**src/rtl/alu_4_pkg.sv**
```systemverilog
// Shared defaults and the word record exchanged between the assembler and
// its output buffer.
package alu_4_pkg;

  localparam int LAT_DEF     = 7;
  localparam int NIBBLES_DEF = 4;
  localparam int DEPTH_DEF   = 2;

  localparam int WORD_W = 4 * NIBBLES_DEF;
  localparam int LEN_W  = $clog2(NIBBLES_DEF + 1);

  // One assembled word: data (nibble 0 in the low bits), final carry, nibble count.
  typedef struct packed {
    logic [WORD_W-1:0] data;
    logic              carry;
    logic [LEN_W-1:0]  len;
  } word_t;

endpackage

```
**src/rtl/alu_4_word_fifo.sv**
```systemverilog
// Small circular FIFO of word records.
// Handshake: a push is taken at a rising edge where push_valid and push_ready
// are both high; push_ready is high when not full or when the head is leaving
// at the same edge. A pop happens at a rising edge where pop_valid and
// pop_ready are both high. pop_data is zero whenever the FIFO is empty.
module alu_4_word_fifo
  import alu_4_pkg::*;
#(
  parameter int DEPTH = DEPTH_DEF
) (
  input  logic  clk,
  input  logic  rst_n,
  input  logic  push_valid,
  output logic  push_ready,
  input  word_t push_data,
  output logic  pop_valid,
  input  logic  pop_ready,
  output word_t pop_data,
  output logic  full,
  output logic  empty
);

  localparam int PW = (DEPTH > 1) ? $clog2(DEPTH) : 1;
  localparam int CW = $clog2(DEPTH + 1);

  word_t          mem [DEPTH];
  logic [PW-1:0]  wr_ptr;
  logic [PW-1:0]  rd_ptr;
  logic [CW-1:0]  count;
  logic           push_fire;
  logic           pop_fire;

  function automatic logic [PW-1:0] next_ptr(input logic [PW-1:0] p);
    return (p == PW'(DEPTH - 1)) ? '0 : p + 1'b1;
  endfunction

  assign full       = (count == CW'(DEPTH));
  assign empty      = (count == '0);
  assign pop_valid  = !empty;
  assign pop_fire   = pop_valid && pop_ready;
  assign push_ready = !full || pop_fire;
  assign push_fire  = push_valid && push_ready;
  assign pop_data   = empty ? '0 : mem[rd_ptr];

  // Pointers and occupancy.
  always_ff @(posedge clk or negedge rst_n) begin
    if (!rst_n) begin
      wr_ptr <= '0;
      rd_ptr <= '0;
      count  <= '0;
    end else begin
      if (push_fire) wr_ptr <= next_ptr(wr_ptr);
      if (pop_fire)  rd_ptr <= next_ptr(rd_ptr);
      if (push_fire && !pop_fire)      count <= count + 1'b1;
      else if (pop_fire && !push_fire) count <= count - 1'b1;
    end
  end

  // Storage; contents are only visible through a valid head, so no reset.
  always_ff @(posedge clk) begin
    if (push_fire) mem[wr_ptr] <= push_data;
  end

endmodule

```
**src/rtl/alu_4_word_collector.sv**
```systemverilog
// Collects ALU result nibbles into words. The issue strobes are delayed by
// the ALU latency so each result nibble is captured in the edge where it is
// actually present on Z/Carry_out; finished words go to a small output FIFO.
// The ALU is never stalled: a word that finds the FIFO full is dropped and
// flagged on the sticky ovf output.
module alu_4_word_collector
  import alu_4_pkg::*;
#(
  parameter int LAT     = LAT_DEF,
  parameter int NIBBLES = NIBBLES_DEF,
  parameter int DEPTH   = DEPTH_DEF
) (
  input  logic                         clk,
  input  logic                         rst_n,
  input  logic                         issue_valid,
  input  logic                         issue_last,
  input  logic [3:0]                   Z,
  input  logic                         Carry_out,
  output logic                         out_valid,
  input  logic                         out_ready,
  output logic [4*NIBBLES-1:0]         out_data,
  output logic                         out_carry,
  output logic [$clog2(NIBBLES+1)-1:0] out_len,
  output logic                         ovf,
  output logic                         len_err
);

  // The word record type is sized for the package defaults; NIBBLES must match.
  localparam int DW = 4 * NIBBLES;
  localparam int CW = (NIBBLES > 1) ? $clog2(NIBBLES) : 1;
  localparam int LW = $clog2(NIBBLES + 1);

  logic [LAT-1:0] dly_valid;
  logic [LAT-1:0] dly_last;
  logic           d_valid;
  logic           d_last;
  logic [CW-1:0]  cnt;
  logic [DW-1:0]  slots;
  logic [DW-1:0]  asm_word;
  logic           complete;
  word_t          push_rec;
  word_t          head;
  logic           push_ready;
  logic           fifo_full;
  logic           fifo_empty;

  assign d_valid  = dly_valid[LAT-1];
  assign d_last   = dly_last[LAT-1];
  assign complete = d_valid && (d_last || (cnt == CW'(NIBBLES - 1)));

  // Issue strobe delay line matching the ALU latency.
  always_ff @(posedge clk or negedge rst_n) begin
    if (!rst_n) begin
      dly_valid <= '0;
      dly_last  <= '0;
    end else begin
      dly_valid[0] <= issue_valid;
      dly_last[0]  <= issue_last;
      for (int i = 1; i < LAT; i++) begin
        dly_valid[i] <= dly_valid[i-1];
        dly_last[i]  <= dly_last[i-1];
      end
    end
  end

  // Current slots with this edge's nibble dropped into position cnt; upper slots stay zero.
  always_comb begin
    asm_word = slots;
    asm_word[4*cnt +: 4] = Z;
  end

  // Record offered to the FIFO when a word completes.
  always_comb begin
    push_rec       = '0;
    push_rec.data  = asm_word;
    push_rec.carry = Carry_out;
    push_rec.len   = LW'(cnt) + 1'b1;
  end

  // Nibble assembly; idle edges leave the partial word untouched.
  always_ff @(posedge clk or negedge rst_n) begin
    if (!rst_n) begin
      cnt   <= '0;
      slots <= '0;
    end else if (d_valid) begin
      if (complete) begin
        cnt   <= '0;
        slots <= '0;
      end else begin
        cnt   <= cnt + 1'b1;
        slots <= asm_word;
      end
    end
  end

  // Sticky error flags: dropped word, and word closed by length instead of issue_last.
  always_ff @(posedge clk or negedge rst_n) begin
    if (!rst_n) begin
      ovf     <= 1'b0;
      len_err <= 1'b0;
    end else begin
      if (complete && !push_ready) ovf     <= 1'b1;
      if (complete && !d_last)     len_err <= 1'b1;
    end
  end

  alu_4_word_fifo #(
    .DEPTH (DEPTH)
  ) u_fifo (
    .clk        (clk),
    .rst_n      (rst_n),
    .push_valid (complete),
    .push_ready (push_ready),
    .push_data  (push_rec),
    .pop_valid  (out_valid),
    .pop_ready  (out_ready),
    .pop_data   (head),
    .full       (fifo_full),
    .empty      (fifo_empty)
  );

  // A word can only be refused when the buffer is full and not draining.
  always_ff @(posedge clk) begin
    if (rst_n && complete && !push_ready) begin
      assert (fifo_full && !out_ready)
        else $error("word refused while buffer had room");
    end
  end

  assign out_data  = fifo_empty ? '0 : head.data;
  assign out_carry = fifo_empty ? 1'b0 : head.carry;
  assign out_len   = fifo_empty ? '0 : head.len;

endmodule

```
**config.mk**
```make
export PLATFORM = sky130hd
export DESIGN_NAME = alu_4_word_collector
export DESIGN_NICKNAME = d
export VERILOG_FILES = /design/src/rtl/alu_4_pkg.sv /design/src/rtl/alu_4_word_fifo.sv /design/src/rtl/alu_4_word_collector.sv
export SDC_FILE = /design/constraint.sdc
export NUM_CORES = 1
export LEC_CHECK = 0
export ABC_AREA = 0
export BUFFER_PORTS_ARGS = -buffer_cell sky130_fd_sc_hd__clkbuf_2
export CAP_MARGIN = 20
export CORE_MARGIN = 10
export CORE_UTILIZATION = 58
export DETAILED_ROUTE_END_ITERATION = 8
export GPL_TIMING_DRIVEN = 0
export HOLD_SLACK_MARGIN = 0.05
export PLACE_DENSITY = 0.8
export SKIP_CTS_REPAIR_TIMING = 1
export SYNTH_ARGS = -nofsm -noshare
export SYNTH_HDL_FRONTEND = slang
export SYNTH_SLANG_ARGS = --single-unit
```
**constraint.sdc**
```tcl
create_clock -name clk -period 2.9 [get_ports clk]
set_input_delay 0.145 -clock clk [delete_from_list [all_inputs] [get_ports clk]]
set_output_delay 0.145 -clock clk [all_outputs]
set_load 0.02 [all_outputs]
```
==> impl_metrics.env, run 1 <==
export IMPL_status="finished, final reports clean"
export IMPL_synthTopCellsByCount="40 x edfxtp_1, 38 x dfrtp_1, 22 x nor2_1"
export IMPL_place_congestion=0.858
export IMPL_cpMaxStageDelayCell="and2_1"
export IMPL_grt_pass1_wl_um=8780
export IMPL_regToRegSetupSlack_ns=0.54
export IMPL_synth_edf_count=40
export IMPL_die_h_um=93.9
export IMPL_peakVddDrop_v=0.000474
export IMPL_timing_rr_end="u_fifo.mem[1][0]$_DFFE_PP_"
export IMPL_clock_latency_ns=0.34
export IMPL_hold_viol=0
export IMPL_dr_first_iter_drc_count=112
export IMPL_dieArea_mm2=0.00882
export IMPL_post_synth_top_count_cell="edfxtp_1"
export IMPL_io_pins=33
export IMPL_pre_cts_ws_ns=0.508
export IMPL_vias=1860
export IMPL_synth_area_mm2=0.00317
export IMPL_slew_headroom_pct=39.1
export IMPL_path_clk_slew_ns=0.07
export IMPL_routedWlPerCell_um=15.8
export IMPL_whs_ns=0.151
export IMPL_nNetsFinal=292
export IMPL_setup_viol=0
export IMPL_synth_top_area_share_pct=37.9
export IMPL_antenna_left=0
export IMPL_hold_end="u_fifo.rd_ptr$_DFFE_PN0P_"
export IMPL_cp_max_fo=20
export IMPL_grt_overflow=0
export IMPL_drt_wl_total_um=5510
export IMPL_min_from="out_ready"
export IMPL_grt_max_degree=39
export IMPL_numCtsBuffers=9
export IMPL_cts_tree="built"
export IMPL_path_buf_inv=0
export IMPL_clockBufferDepth=2
export IMPL_syn_area_per_cell_um2=14.0
export IMPL_num_rows=26
export IMPL_cp_required_ns=2.86
export IMPL_die_x_um=93.9
export IMPL_synth_sequential_area_ratio_pct=67.9
export IMPL_hpwl_um=3890
export IMPL_critPathKind="flip-flop to flip-flop"
export IMPL_min_period_over_period_pct=81.3
export IMPL_power_density_mw_per_mm2=838
export IMPL_cts_root_buffer="clkbuf_8"
export IMPL_htree_levels=3
export IMPL_slew_violations=0
export IMPL_wl_met1_um=2280
export IMPL_route_met3_wl_um=397
export IMPL_syn_num_nets=244
export IMPL_worstSetupEndpointType="flip-flop"
export IMPL_cts_sinks=78
export IMPL_tightest_slew_ns=0.913
export IMPL_power_mw=3.03
export IMPL_async_flop_share_pct=48.7
export IMPL_leakagePower_nw=1.57
export IMPL_synth_seq_cells=78
export IMPL_max_cap_viol_count=0
export IMPL_routed_wl_met2_um=2770
export IMPL_via_per_inst=5.33
export IMPL_initial_core_util_pct=60.9
export IMPL_reg2reg_from="cnt[0]$_DFFE_PN0P_"
export IMPL_antenna_found_initial=0
export IMPL_fmax_ghz=0.424
export IMPL_synthCells=227
export IMPL_path_delay_family="simple AND/OR/NAND/NOR gates"
export IMPL_r2r_cells=4
export IMPL_core_area_mm2=0.00520
export IMPL_syn_to_final_growth_pct=14.3
export IMPL_synth_top_flop_cell="edfxtp_1"
export IMPL_fin_tns_setup_ns=0
export IMPL_synth_top_cells_by_area="edfxtp_1 38%, dfrtp_1 30%, mux2i_1 6.3%"
export IMPL_start_kind="flip-flop"
export IMPL_drtPass1Iterations=4
export IMPL_skew_ns=0.00658
export IMPL_diodes=0
export IMPL_post_route_min_period_ns=2.36
export IMPL_yosys_warnings=0
export IMPL_drc=0
export IMPL_top_layer="met4"
export IMPL_hold_depth=3
export IMPL_port_buffers=32
export IMPL_synth_distinct_cells=29
export IMPL_hold_path_class="input pin to flip-flop"
export IMPL_path_cells="ha_1 -> nor2_2 -> nor3b_4 -> and2_1"
export IMPL_rsz0062_at_grt="no"
export IMPL_grt_usage_pct=13.1
export IMPL_slowest_delay_ns=0.76
export IMPL_fin_ws_ns=0.542
export IMPL_grt_pass1_vias=1763
export IMPL_drive_gt1_share_pct=21.1
export IMPL_synth_largest_area_cell="edfxtp_1"
export IMPL_cp_arrival_ns=2.32
==> per-stage QoR <==
stage	cells	utilization (%)	area [µm²]
floorplan	227	-	3170
global placement	329	65.6	3420
detailed placement	330	66.0	3430
CTS	345	68.8	3580
global route	349	69.6	3620
finish	349	69.6	3620
==> kinds of logic after synthesis <==
| logic type | after synthesis | synth area share, % |
|---|---|---|
| fa+ha+maj | 7 | 2.76 |
| mux | 20 | 6.32 |
| buf+inv | 25 | 3.32 |
| compound gates | 41 | 9.20 |
| simple gates | 51 | 9.12 |
| flops | 78 | 67.9 |
| xor+xnor | 5 | 1.38 |
==> cell usage in the layout (no fill, tap or decap), types with 2 or more instances in the layout <==
master,n
inv_1,17
clkbuf_2,32
dlygate4sd3_1,4
clkinv_2,2
xor2_1,3
nor3b_2,2
and3_1,4
buf_4,2
buf_2,3
nand2_1,12
o21ai_0,11
nand3_1,2
clkbuf_8,9
a31o_2,2
o21ai_1,7
nor2_1,22
clkbuf_1,7
ha_1,7
xnor2_1,2
edfxtp_1,40
dfrtp_1,38
a22o_1,20
mux2i_1,20
==> worst max path at each step <==
stage / cells after the start / endpoint / from
final: 4 / u_fifo.mem[1][0]$_DFFE_PP_ / cnt[0]$_DFFE_PN0P_
after floorplan: 4 / u_fifo.mem[0][0]$_DFFE_PP_ / cnt[0]$_DFFE_PN0P_
after global placement: 4 / u_fifo.mem[0][8]$_DFFE_PP_ / cnt[0]$_DFFE_PN0P_
after global routing: 4 / u_fifo.mem[1][12]$_DFFE_PP_ / cnt[0]$_DFFE_PN0P_
after CTS: 4 / u_fifo.mem[1][15]$_DFFE_PP_ / cnt[0]$_DFFE_PN0P_
after detailed placement: 4 / u_fifo.mem[1][8]$_DFFE_PP_ / cnt[0]$_DFFE_PN0P_
==> layout make-up <==
type,instances,area [µm²]
clock buffers,13,139
well taps,70,87.6
fillers,368,1580
flip-flops and latches,78,2150
inverters,17,63.8
plain buffers,8,41.3
clock inverters,2,10.0
repair buffers,37,215
multi-input cells,124,915
==> where the power goes <==
group | switching (mW) | total, mW | internal, mW
clock network | 0.339 | 0.644 | 0.304
registers | 0.0703 | 1.39 | 1.32
logic | 0.638 | 0.999 | 0.361
==> per-layer routing <==
layer,GRT usage [%],vias up
met5,0,-
met3,3.28,9
met2,21.1,48
met4,7.72,0
met1,15.5,900
li1,-,903
==> worst reg2reg max path: stages (launching register included) <==
cell	delay (ns)
dfrtp_1	0.55
ha_1	0.31
nor2_2	0.12
nor3b_4	0.24
and2_1	0.76
==> state kept, by name, summed over array words and instances, names as in the netlist <==
signal / cells
u_fifo.mem: 40
slots: 16
dly_last: 7
dly_valid: 7
cnt: 2
u_fifo.count: 2
len_err: 1
ovf: 1
u_fifo.rd_ptr: 1
u_fifo.wr_ptr: 1
Note: power is estimated with default switching activity, not from simulation.
==> inputs of run 2 (changes only) <==
- clock period: 2.9 -> 2.2 ns (I/O delays scaled with it)
==> run 2 against run 1 <==
Net effect: power up 36%; design area grew 1.1%; via count grew 0.75%; clock-buffer cell count is 3 lower; critical path type unchanged; largest cell class unchanged; clock skew up 0.0055 ns.
==> impl_metrics.env, run 2 (synthesis gave the netlist of run 1 again) <==
export IMPL_rsz0062_at_grt="no"
export IMPL_nNetsFinal=292
export IMPL_die_h_um=93.9
export IMPL_grt_usage_pct=13.6
export IMPL_crit_start="cnt[0]$_DFFE_PN0P_"
export IMPL_path_cells="ha_1 -> nor2_2 -> nor3b_4 -> nor2b_4 -> buf_8"
export IMPL_cp_arrival_ns=2.02
export IMPL_slew_headroom_pct=40.7
export IMPL_final_area_mm2=0.00366
export IMPL_hold_viol=0
export IMPL_r2r_cells=5
export IMPL_seq_area_mm2=0.00215
export IMPL_syn_to_final_growth_pct=15.6
export IMPL_clock_latency_ns=0.34
export IMPL_grt_overflow=0
export IMPL_slowest_delay_ns=0.46
export IMPL_routedWlPerCell_um=15.7
export IMPL_skew_ns=0.0121
export IMPL_path_clk_slew_ns=0.07
export IMPL_via_per_inst=5.35
export IMPL_largest_register_ffs=40
export IMPL_peakVddDrop_v=0.000718
export IMPL_io_pins=33
export IMPL_multi_input_area_um2=922
export IMPL_hold_path_class="input pin to flip-flop"
export IMPL_port_buffers=32
export IMPL_drtPass1Iterations=4
export IMPL_antenna_found_initial=0
export IMPL_start_kind="flip-flop"
export IMPL_fin_tns_setup_ns=0
export IMPL_clockBufferDepth=2
export IMPL_dr_first_iter_drc_count=141
export IMPL_largestRegisters="u_fifo.mem x40, slots x16"
export IMPL_diodes=0
export IMPL_grt_pass1_vias=1875
export IMPL_drive_gt1_share_pct=22.5
export IMPL_place_congestion=0.859
export IMPL_dieArea_mm2=0.00882
export IMPL_drt_wl_total_um=5510
export IMPL_status="finished, final reports clean"
export IMPL_htree_levels=3
export IMPL_timing_rr_end="u_fifo.mem[0][12]$_DFFE_PP_"
export IMPL_cpMaxStageDelayCell="dfrtp_2"
export IMPL_crit_end="u_fifo.mem[0][12]$_DFFE_PP_"
export IMPL_fmax_ghz=0.507
export IMPL_path_buf_inv=1
export IMPL_cts_tree="built"
export IMPL_reg2reg_from="cnt[0]$_DFFE_PN0P_"
export IMPL_critPathKind="flip-flop to flip-flop"
export IMPL_worstSetupEndpointType="flip-flop"
export IMPL_mostFrequentLayoutCell="edfxtp_1"
export IMPL_leakagePower_nw=1.59
export IMPL_antenna_left=0
export IMPL_core_area_mm2=0.00520
export IMPL_path_delay_family="simple AND/OR/NAND/NOR gates"
export IMPL_layout_common_cells="40 x edfxtp_1, 37 x dfrtp_1, 32 x clkbuf_2"
export IMPL_whs_ns=0.122
export IMPL_cts_sinks=78
export IMPL_initial_core_util_pct=60.9
export IMPL_post_route_min_period_ns=1.97
export IMPL_fillers=360
export IMPL_power_density_mw_per_mm2=1130
export IMPL_grt_max_degree=39
export IMPL_hpwl_um=3810
export IMPL_power_mw=4.14
export IMPL_slew_violations=0
export IMPL_regMostFlops="u_fifo.mem"
export IMPL_num_rows=26
export IMPL_grt_pass1_wl_um=9150
export IMPL_numCtsBuffers=9
export IMPL_regToRegSetupSlack_ns=0.23
export IMPL_drc=0
export IMPL_min_period_over_period_pct=89.7
export IMPL_cp_required_ns=2.25
export IMPL_cts_root_buffer="clkbuf_8"
export IMPL_setup_viol=0
export IMPL_vias=1874
export IMPL_tightest_slew_ns=0.889
export IMPL_dpl_cell_area_mm2=0.00342
export IMPL_crit_cells=5
export IMPL_cp_max_fo=14
export IMPL_max_cap_viol_count=0
export IMPL_die_x_um=93.9
-- run 2: cell types whose count changed in the layout (fill, tap and decap cells not counted) --
| cell | previous run | this run |
|---|---|---|
| and2_1 | 1 | 0 |
| and2_4 | 0 | 1 |
| bufinv_16 | 0 | 1 |
| clkbuf_1 | 7 | 4 |
| clkinv_1 | 0 | 2 |
| clkinv_2 | 2 | 3 |
| dfrtp_1 | 38 | 37 |
| dfrtp_2 | 0 | 1 |
| nor2b_2 | 1 | 0 |
| nor2b_4 | 0 | 1 |
-- run 2: power by group --
part,switching (mW),total (mW),internal [mW]
sequential,0.0991,1.84,1.74
clock,0.457,0.968,0.510
combinational,0.846,1.33,0.481
total,1.40,4.14,2.73
-- run 2: metal layers --
metal	track usage [%]	up-vias	wire length [µm]
met4	8.35	0	152
met2	21.4	55	2660
met5	0	-	0
li1	-	905	-
met3	3.76	14	354
met1	16.2	900	2340
-- run 2: worst min path at each step --
| stage | from | end | depth (start not counted) |
|---|---|---|---|
| after global placement | issue_valid | dly_valid[0]$_DFF_PN0_ | 1 |
| after floorplan | rst_n | cnt[0]$_DFFE_PN0P_ | 0 |
| after CTS | issue_valid | dly_valid[0]$_DFF_PN0_ | 1 |
| after detailed placement | issue_valid | dly_valid[0]$_DFF_PN0_ | 1 |
| final | out_ready | u_fifo.rd_ptr$_DFFE_PN0P_ | 3 |
| after global routing | out_ready | u_fifo.rd_ptr$_DFFE_PN0P_ | 3 |
-- run 2: area by class of cell --
type                       instances  share of cell area (%)
clock buffer                      10                    3.48
tap                               70                    2.39
inverter                          17                    1.74
timing repair buffer              37                    5.87
buffer                             8                    1.13
multi-input combinational        124                    25.2
clock inverter                     6                    1.43
sequential                        78                    58.8
-- run 2: worst register-to-register path, cell delays in order (launching register included) --
cell,delay [ns]
dfrtp_2,0.46
ha_1,0.27
nor2_2,0.11
nor3b_4,0.27
nor2b_4,0.36
buf_8,0.21
-- run 2: stage by stage --
stage / worst slack (ns) / instances / utilization [%]
floorplan: 0.147 / 227 / -
global placement: -0.295 / 329 / 65.7
detailed placement: -0.272 / 329 / 65.7
CTS: -0.333 / 345 / 69.2
global route: 0.0986 / 350 / 70.4
finish: 0.227 / 350 / 70.4
